## src/rtl/id_ex_pipe_stage.sv

```systemverilog
// ID/EX pipeline stage with a valid/ready handshake.
// A main register drives execute, and a skid register absorbs one extra
// instruction while execute stalls. Because in_ready depends only on skid
// occupancy and flush, it never waits on out_ready.
// Flush squashes both entries. Control is gated to zero whenever the stage
// presents a bubble. Two saturating counters record stalls and bubbles.
module id_ex_pipe_stage #(
  parameter int CTRL_W = 6,
  parameter int DATA_W = 32,
  parameter int CNT_W  = 16
) (
  input  logic              clk,
  input  logic              reset,
  input  logic              flush,
  input  logic              cnt_clear,
  input  logic              in_valid,
  output logic              in_ready,
  input  logic [CTRL_W-1:0] in_ctrl,
  input  logic [DATA_W-1:0] in_imm,
  input  logic [DATA_W-1:0] in_opa,
  input  logic [DATA_W-1:0] in_opb,
  output logic              out_valid,
  input  logic              out_ready,
  output logic [CTRL_W-1:0] out_ctrl,
  output logic [DATA_W-1:0] out_imm,
  output logic [DATA_W-1:0] out_opa,
  output logic [DATA_W-1:0] out_opb,
  output logic [CNT_W-1:0]  stall_count,
  output logic [CNT_W-1:0]  bubble_count
);

  typedef struct packed {
    logic [CTRL_W-1:0] ctrl;
    logic [DATA_W-1:0] imm;
    logic [DATA_W-1:0] opa;
    logic [DATA_W-1:0] opb;
  } ent_t;

  ent_t main_q, skid_q, in_ent;
  logic main_valid, skid_valid;
  logic acc, pop;

  assign in_ent   = '{ctrl: in_ctrl, imm: in_imm, opa: in_opa, opb: in_opb};
  assign in_ready = !skid_valid && !flush;
  assign acc      = in_valid && in_ready;
  assign pop      = main_valid && out_ready;

  // Two-entry elastic buffer. The skid is only ever filled while the main
  // register is full, so skid_valid implies main_valid.
  always_ff @(posedge clk) begin
    if (reset) begin
      main_valid <= 1'b0;
      skid_valid <= 1'b0;
      main_q     <= '0;
      skid_q     <= '0;
    end else if (flush) begin
      // Squash only the valid bits; the data fields keep their last value.
      main_valid <= 1'b0;
      skid_valid <= 1'b0;
    end else if (!main_valid) begin
      if (acc) begin
        main_valid <= 1'b1;
        main_q     <= in_ent;
      end
    end else if (!skid_valid) begin
      if (pop) begin
        main_valid <= acc;
        if (acc) main_q <= in_ent;
      end else if (acc) begin
        skid_valid <= 1'b1;
        skid_q     <= in_ent;
      end
    end else if (pop) begin
      main_q     <= skid_q;
      skid_valid <= 1'b0;
    end
  end

  // Outputs come from the main register. Control is zeroed on bubbles so
  // execute never acts on stale write or memory enables.
  always_comb begin
    out_valid = main_valid;
    out_ctrl  = main_valid ? main_q.ctrl : '0;
    out_imm   = main_q.imm;
    out_opa   = main_q.opa;
    out_opb   = main_q.opb;
  end

  // Saturating performance counters. A clear takes priority over an event
  // in the same cycle.
  always_ff @(posedge clk) begin
    if (reset || cnt_clear) begin
      stall_count  <= '0;
      bubble_count <= '0;
    end else begin
      if (main_valid && !out_ready && stall_count != '1)
        stall_count <= stall_count + CNT_W'(1);
      if (!main_valid && bubble_count != '1)
        bubble_count <= bubble_count + CNT_W'(1);
    end
  end

endmodule

```

## config.mk

```make
export PLATFORM = sky130hd
export DESIGN_NAME = id_ex_pipe_stage
export DESIGN_NICKNAME = d
export VERILOG_FILES = /design/src/rtl/id_ex_pipe_stage.sv
export SDC_FILE = /design/constraint.sdc
export NUM_CORES = 1
export LEC_CHECK = 0
export CAP_MARGIN = 40
export CORE_ASPECT_RATIO = 1.25
export CORE_UTILIZATION = 35
export DETAILED_ROUTE_END_ITERATION = 12
export PLACE_DENSITY = 0.7
export SLEW_MARGIN = 10
export SYNTH_ARGS = -nofsm -noshare
export SYNTH_HDL_FRONTEND = slang
export SYNTH_SLANG_ARGS = --single-unit
```

## constraint.sdc

```tcl
create_clock -name clk -period 2.3 [get_ports clk]
set_clock_uncertainty 0.2 [all_clocks]
set_input_delay 0.345 -clock clk [delete_from_list [all_inputs] [get_ports clk]]
set_output_delay 0.345 -clock clk [all_outputs]
set_load 0.01 [all_outputs]
```

==> out/results.ini, run 1 <==
[run_status]
status = finished clean

[drt]
vias = 9637
wirelength_um = 28500
drt_first_pass_iters = 5
viasPerCell = 5.16
drc_errors = 0
postRouteAntennaNets = 0
drt_iter0_drc = 563
routedWlPerCell_um = 15.3

[synth]
syn_inst = 1338
synth_area_leaders = dfxtp_1, nand2_1, a311oi_1, buf_4, a21oi_1
ys_seq_area_share_pct = 45.2
synth_seq_cells = 238
synth_top_area_share_pct = 45.2
avgSynthCellArea_um2 = 7.87
async_flop_share_pct = 0
ys_warn_count = 0
synth_edf_count = 0
synthFlopType = dfxtp_1
synth_cell_type_count = 46
synth_area_leader_cell = dfxtp_1
syn_nets = 1448
netlist_area_um2 = 10500

[pwr]
power_frac_seq_pct = 46.2
power_frac_comb_pct = 11.0
p_int_w = 0.00716
ir_worst_vdd_uv = 433
cellPowerDensity_nw_per_um2 = 688
total_power_w = 0.00941
p_sw_w = 0.00225
p_leak_nw = 4.75
pwr-share-clk_pct = 42.8
p_sw_share_pct = 23.9

[global_route]
use_met1_pct = 21.6
grt_usage_pct = 18.1
grt_pass1_wl_um = 45900
grt_max_degree = 113
grt_pass1_vias = 9067
grtUsageMet3_pct = 2.96
met2_usage_pct = 32.2
grt-busiest-layer = met2
antenna_found_initial = 2
overflow = 0

[floorplan]
ios = 244
core_um2 = 29400
initial_core_util_pct = 35.8
die_area_um2 = 30800
row_count = 70
chipHeight_um = 196
die_x_um = 157

[hold_path]
min_to = bubble_count[10]$_SDFFE_PP0P_
min_path_cells = 4
min_from = reset
worstHoldPathType = input port to flop

[clocking]
clk_transition_reported_paths_ns = 0.06
cts-buffers-inserted = 25
htreeDepth = 1
clockRootBuffer = clkbuf_16
clockBufferDepth = 3
cts_sinks = 238
cts_tree = built
clk_latency_ns = 0.52
ctsHoldBuffers = 0

[sta]
fmax_ghz = 0.445
fin_crit_sh_pct = 97.7
hold_viol_final = 0
period_needed_ns = 2.25
setup-tns-final_ns = 0
worst_pin_slew_ns = 0.659
grt_setup_unrepaired = false
setup_viol = 0
max_slew_margin_pct = 56.0
final_max_slew_viol_count = 0
layout_setup_ws_ns = 0.0538

[setup_path]
reg2reg_setup_slack_ns = 0.11
crit_required_ns = 1.75
crit_type = flop to output pin
crit_fanout = 4
r2r_start = out_valid$_SDFF_PP0_
crit_path_end_kind = output pin
rr_worst_depth = 7
arrival_ns = 1.70
crit_path_start_kind = flop
rr_endpoint = stall_count[14]$_SDFFE_PP0P_

[finish]
fin_nets = 1562
layout_commonest_cell = nand2_1
area_growth_pct = 29.8
fin_cells = 1867
seqCellArea_um2 = 4770
layout-drive-gt1-share_pct = 7.35
multi_input_area_um2 = 4570
final_cell_mix = nand2_1, clkdlybuf4s50_1, dfxtp_1, a21oi_1, nand3_1
fillerInstances = 2882

[placement]
dp_slack_ns = -0.0446
dp_hpwl_um = 18100
place_congestion = 0.868
placedCellCount = 1818
io_buffers = 243

[run]
cap_violations = 0

## stage by stage
step | util (%) | area (um2) | hold slack [ns]
5_1_grt | 46.5 | 13700 | 0.120
4_1_cts | 46.5 | 13700 | 0.0850
3_5_place_dp | 43.6 | 12800 | 0.246
3_3_place_gp | 43.6 | 12800 | 0.241
6_report | 46.5 | 13700 | 0.110
2_1_floorplan | - | 10500 | 0.223
## flip-flops by register name, summed over array words and instances, names as in the netlist
register,cells
stall_count,16
skid_q,102
bubble_count,16
skid_valid,1
out_opa,32
out_opb,32
main_q,6
out_imm,32
out_valid,1
## cells by family after synthesis
group / Yosys count / synth area share, %
AOI/OAI and AO/OA: 266 / 17.3
adders and majority gates: 2 / 0.237
muxes: 3 / 0.285
and+or+nand+nor: 614 / 25.2
DFF: 238 / 45.2
xor gates and xnor gates: 1 / 0.0832
buffers and inverters: 214 / 11.7
## routing by layer
layer | vias up | routed length (um)
li1 | 4806 | -
met1 | 4491 | 11800
met2 | 283 | 14200
met3 | 55 | 1630
met4 | 2 | 864
met5 | - | 13
## worst max-delay path, cell delays in order (launching register included)
cell	delay (ns)
dfxtp_4	0.37
buf_4	0.15
and2_1	0.13
clkdlybuf4s50_1	0.54
## worst max path at each step
| stage | startpoint | slack (ns) | depth (start not counted) | end |
|---|---|---|---|---|
| 2_1_floorplan | stall_count[0]$_SDFFE_PP0P_ | 0.27 | 6 | stall_count[1]$_SDFFE_PP0P_ |
| 3_3_place_gp | in_valid | -0.03 | 7 | out_opb[15]$_SDFFE_PP0P_ |
| 3_5_place_dp | in_valid | -0.04 | 7 | out_opb[0]$_SDFFE_PP0P_ |
| 4_1_cts | skid_valid$_SDFFE_PP0P_ | 0.009 | 2 | in_ready |
| 5_1_grt | out_valid$_SDFF_PP0_ | 0.003 | 3 | out_ctrl[5] |
| 6_report | out_valid$_SDFF_PP0_ | 0.05 | 3 | out_ctrl[5] |
## cell usage after synthesis (2+ instances only)
| master | number |
|---|---|
| a2111o_1 | 2 |
| a211oi_1 | 4 |
| a21oi_1 | 123 |
| a311oi_1 | 103 |
| a31oi_1 | 2 |
| a41o_1 | 2 |
| and2_1 | 7 |
| and3_1 | 4 |
| and4_1 | 4 |
| buf_2 | 32 |
| buf_4 | 103 |
| clkbuf_1 | 74 |
| dfxtp_1 | 238 |
| ha_1 | 2 |
| inv_1 | 4 |
| mux2i_1 | 3 |
| nand2_1 | 324 |
| nand2b_1 | 2 |
| nand3_1 | 115 |
| nand4_1 | 9 |
| nand4b_1 | 2 |
| nor2_1 | 109 |
| nor3_1 | 4 |
| nor4_1 | 6 |
| o211a_1 | 2 |
| o21ai_0 | 10 |
| o31ai_1 | 10 |
| o41ai_1 | 2 |
| or3_1 | 9 |
| or4_1 | 11 |
## area by class of cell
class	count	area share (%)
diodes	1	0.0183
clock buffers	28	4.66
clock inverters	17	1.28
inverters	4	0.110
multi-input cells	886	33.4
flip-flops and latches	238	34.9
well taps	396	3.62
repair buffers	297	22.0
## power groups by stage
| stage | combinational (W) | clock, W | sequential [W] |
|---|---|---|---|
| CTS | 0.00104 | 0.00415 | 0.00435 |
| detailed placement | 0.00103 | 0 | 0.00444 |
| global route | 0.00113 | 0.00429 | 0.00436 |
| global placement | 0.00102 | 0 | 0.00444 |
| floorplan | 0.000602 | 0 | 0.00441 |
| finish | 0.00104 | 0.00403 | 0.00435 |
## timing repair
action,in CTS,in global routing
buffers inserted,3,0
setup endpoints to repair,5,4
gates resized for setup,6,2
(Power assumes the default switching activity.)
==> inputs of run 2 (changes only) <==
--- a/config.mk
+++ b/config.mk
@@ -8,6 +8,7 @@
 export CAP_MARGIN = 40
 export CORE_ASPECT_RATIO = 1.25
 export CORE_UTILIZATION = 35
+export CTS_CLUSTER_SIZE = 10
 export DETAILED_ROUTE_END_ITERATION = 12
 export PLACE_DENSITY = 0.7
 export SLEW_MARGIN = 10
==> out/results.ini, run 2 (same netlist as run 1, synthesis figures left out) <==
[run_status]
status = finished clean

[floorplan]
row_count = 70  ; unchanged
die_x_um = 157  ; unchanged
ios = 244  ; unchanged
core_um2 = 29400  ; unchanged
die_area_um2 = 30800  ; unchanged
chipHeight_um = 196  ; unchanged
initial_core_util_pct = 35.8  ; unchanged

[setup_path]
cpPeakStageDelay_ns = 0.61  ; +0.07 ns
crit_required_ns = 1.75  ; about the same
startpoint = bubble_count[5]$_SDFFE_PP0P_
crit_path_end_kind = output pin
crit_fanout = 9  ; +5
r2r_start = out_valid$_SDFF_PP0_
critical-path-slowest-cell = clkdlybuf4s50_1
crit_path_start_kind = flop
path_delay_family = buffers and inverters
crit_type = flop to output pin
arrival_ns = 1.65  ; -0.05 ns
reg2reg_setup_slack_ns = 0.15  ; +0.04 ns
path_buf_inv = 1  ; -1
worstPathCellList = clkdlybuf4s50_1

[clocking]
clockRootBuffer = clkbuf_16
clockBufferDepth = 3  ; unchanged
ctsHoldBuffers = 0  ; unchanged
htreeDepth = 1  ; unchanged
cts_tree = built
clk_transition_reported_paths_ns = 0.06  ; about the same
clk_latency_ns = 0.53  ; about the same
cts-buffers-inserted = 28  ; +12%
cts_sinks = 238  ; unchanged

[drt]
drt_first_pass_iters = 5  ; unchanged
postRouteAntennaNets = 0  ; unchanged
viasPerCell = 5.17  ; +0.13%
drt_iter0_drc = 523  ; -7.1%
routedWlPerCell_um = 15.4  ; +0.70%
vias = 9603  ; -0.35%
drc_errors = 0  ; unchanged
wirelength_um = 28600  ; +0.22%

[finish]
largest_reg_flops = 102  ; unchanged
multi_input_area_um2 = 4570  ; about the same
largest_register = skid_q
seqCellArea_um2 = 4770  ; unchanged
fillerInstances = 2872  ; -0.35%
fin_cells = 1858  ; -0.48%
final_cell_mix = nand2_1, dfxtp_1, clkdlybuf4s50_1, a21oi_1, nand3_1
layout_commonest_cell = nand2_1
layout-drive-gt1-share_pct = 6.78  ; -0.57 points
fin_nets = 1565  ; +0.19%
area_growth_pct = 29.6

[sta]
hold_viol_final = 0  ; unchanged
final_max_slew_viol_count = 0  ; unchanged
worst_pin_slew_ns = 0.661  ; +0.00195 ns
period_needed_ns = 2.19  ; -0.0524 ns
fin_crit_sh_pct = 95.4  ; -2.3 points
fmax_ghz = 0.456  ; +2.4%
max_slew_margin_pct = 55.9  ; -0.13 points
setup_viol = 0  ; unchanged
grt_setup_unrepaired = false

[global_route]
grt_max_degree = 113  ; unchanged
overflow = 0  ; unchanged
antenna_found_initial = 2  ; unchanged
grt_usage_pct = 18.1  ; -0.022 points
grt_pass1_vias = 9089  ; +0.24%
grt_pass1_wl_um = 45900  ; about the same

[hold_path]
worstHoldPathType = input port to flop
min_from = reset

[placement]
io_buffers = 243  ; unchanged
placedCellCount = 1818  ; unchanged
place_congestion = 0.868  ; unchanged
dp_hpwl_um = 18100  ; unchanged

[run]
cap_violations = 0  ; unchanged

[pwr]
total_power_w = 0.00932  ; -0.89%
ir_worst_vdd_uv = 454  ; +5.0%
p_leak_nw = 4.74  ; -0.28%
cellPowerDensity_nw_per_um2 = 683  ; -0.70%

## run 2: cell count changes in the layout (fill, tap and decap cells not counted)
| cell | change |
|---|---|
| bufinv_16 | -2 |
| clkbuf_16 | +4 |
| clkinvlp_4 | -2 |
| nor2b_2 | +1 |
| clkinv_2 | -8 |
| inv_8 | -1 |
| buf_8 | +1 |
| clkdlybuf4s50_1 | -1 |
| buf_6 | -1 |
| nor2b_1 | -1 |
| clkbuf_1 | +1 |
| clkinv_4 | -1 |
| dlygate4sd2_1 | +1 |
## run 2: tightest hold or removal path, cell delays in order
cell and delay, ns:
buf_6 0.10, nor2_1 0.04, buf_4 0.17, o211a_1 0.11
## run 2: path summary, 6_finish.rpt
kind | endpoint | cells after the start
setup / recovery | bubble_count[5] | 1
hold / removal | bubble_count[10]$_SDFFE_PP0P_ | 4
setup reg to reg | out_opb[11]$_SDFFE_PP0P_ | 8
hold reg to reg | skid_q[38]$_SDFFE_PP0P_ | 2
## run 2: what timing repair did
item,in CTS,in global routing
resized for setup,8,3
setup endpoints to repair,5,7
setup buffers,3,0
## run 2: cell type report
class	count	area share, %
antenna	1	0.0183
sequential	238	35.0
clock buffer	33	5.43
inverter	4	0.110
multi-input combinational	886	33.5
tap	396	3.63
timing repair buffer	297	22.1
clock inverter	3	0.293
## run 2: stage by stage
step                      setup slack, ns  setup TNS, ns  area [um2]  hold WS (ns)  utilization, %
after CTS                         0.00379              0       13600        0.0795            46.4
after floorplan                     0.270              0       10500         0.223               -
after global routing               0.0246              0       13700         0.102            46.4
after detailed placement          -0.0446         -0.381       12800         0.246            43.6
after global placement            -0.0330         -0.370       12800         0.241            43.6
final                               0.106              0       13700        0.0959            46.4
## run 2: routing by layer
metal	wire length, um	track usage, %	up-vias
met4	760	6.44	2
met2	14400	32.2	291
li1	-	-	4806
met5	12	0	-
met1	11700	21.6	4454
met3	1700	3.25	50
## run 2: report_power, final
part           switching, W  leakage (nW)  total [W]  internal, W
combinational      0.000488          2.41    0.00104     0.000550
sequential        0.0000805          1.94    0.00435      0.00427
clock               0.00160         0.384    0.00394      0.00234
total               0.00217          4.74    0.00932      0.00716
==> edit: new RTL, settings of run 2 <==
Change the parameter `CTRL_W` from 6 to 5.
--- a/src/rtl/id_ex_pipe_stage.sv
+++ b/src/rtl/id_ex_pipe_stage.sv
@@ -7,3 +7,3 @@
 module id_ex_pipe_stage #(
-  parameter int CTRL_W = 6,
+  parameter int CTRL_W = 5,
   parameter int DATA_W = 32,
Ports: changed (resized in_ctrl and out_ctrl); port bits go from 244 to 242. The function was not compared with the original's and may differ.
==> edit against run 2 <==
- wire length rose by 2.0%
- non-clock buffer count is 5 lower
- design area shrank 1.4%
- power is 3.2% lower
- synthesized area is 1.3% lower
- largest cell class unchanged
- sequential cell count is 2 lower
- synthesized cell count down 1.9%
- worst setup slack worse by 0.0064 ns
==> edit: results (changes against run 2) <==
| Metric | Value |
|---|---|
| Overall Global Routing Usage | 18.6% (+0.48 points) |
| Status | finished, final reports clean |
| Syn nets | 1,421 (-1.9%) |
| Post-DP Area | 12,700 sq um (-0.92%) |
| Max reg flops | 101 (-0.98%) |
| Pre-CTS setup slack | -0.140 ns (-0.0956 ns) |
| Hpwl dp | 18,500 microns (+2.3%) |
| Worst R2R Path Depth | 6 (-2) |
| First-pass GRT wire length | 46,000 microns (+0.27%) |
| Port Buf Inserts | 241 (-0.82%) |
| Xor-xnor portion of the synthesized cell area | 0.253% (+0.17 points) |
| Delay of the slowest critical-path stage | 0.57 ns (-0.04 ns) |
| Share of post-route cells with drive strength above 1 | 6.28% (-0.50 points) |
| Multiplexer share of the synthesized area | 0.0963% (-0.19 points) |
| WL/cell | 15.9 microns (+3.6%) |
| Post-synthesis compound-gate area fraction | 17.1% (-0.14 points) |
| Worst-path fanout max | 6 (-3) |
| Cells after Synth | 1,312 (-1.9%) |
| Vias post-DR | 9,503 (-1.0%) |
| Detailed Route WL | 29,100 microns (+2.0%) |
| Top cells by count, synth | nand2_1, dfxtp_1, a21oi_1 |
| Nets@finish | 1,539 (-1.7%) |
| CTS Buf Count | 27 (-3.6%) |
| Leakage power | 4.66 nW (-1.5%) |
| Initial antenna violation count | 0 (-2) |
| ANT cells | 0 (-1) |
| Number of distinct library cells after synthesis | 45 (-2.2%) |
| Slew margin rel. | 60.7% (+4.7 points) |
| Placer Congestion | 0.848 (-2.4%) |
| Vias in the first global route | 8,612 (-5.2%) |
| Worst skew pair latency | 0.52 ns |
| Top post-synthesis cells by area | dfxtp_1, nand2_1, a311oi_1 |
| Pin count of the biggest net entering global routing | 107 (-5.3%) |
edit: cell count changes after synthesis, sizes merged, moves of 3 or more:
cell	change
a21oi	-4
clkbuf	-11
o311ai	+3
or4	-4
o31ai	-4
buf	+4
nor2	+4
nand2	-4
edit: cell type report:
cell class                      instances  area, sq um
Multi-Input combinational cell        868         4450
Inverter                                5         18.8
Sequential cell                       236         4730
Fill cell                            2913        15800
Tap cell                              396          495
Timing Repair Buffer                  292         3060
Clock buffer                           32          704
edit: worst paths after layout:
check              from               end  slack, ns
min               reset  bubble_count[14]       0.06
max reg2reg   out_valid   stall_count[11]       0.18
min reg2reg  skid_q[35]        skid_q[35]       0.25
max               flush          in_ready        0.1
edit: report_power, final:
group | leakage (nW) | switching (mW) | total, mW | internal, mW
clock network | 0.345 | 1.56 | 3.66 | 2.11
registers | 1.92 | 0.0852 | 4.32 | 4.23
logic | 2.39 | 0.490 | 1.05 | 0.557
edit: what timing repair did:
| item | CTS | global route |
|---|---|---|
| buffers inserted | 3 | 0 |
| endpoints found under the setup margin | 4 | 2 |
| hold endpoints to repair | 0 | 0 |
| gates resized for setup | 7 | 2 |
edit: metal layers:
| layer | GRT usage, % | up-vias | routed length [microns] |
|---|---|---|---|
| li1 | - | 4703 | - |
| met1 | 23.1 | 4491 | 12300 |
| met2 | 32.4 | 260 | 14500 |
| met3 | 3.03 | 49 | 1530 |
| met5 | 0 | - | 0 |
| met4 | 6.10 | 0 | 792 |
edit: worst reg2reg max path, cell delays in order, from the launching register on:
cell and delay [ns]:
dfxtp_4 0.37, buf_4 0.12, nor2b_1 0.40, buf_4 0.23, nand3_1 0.09, or4_1 0.48, a21oi_1 0.16
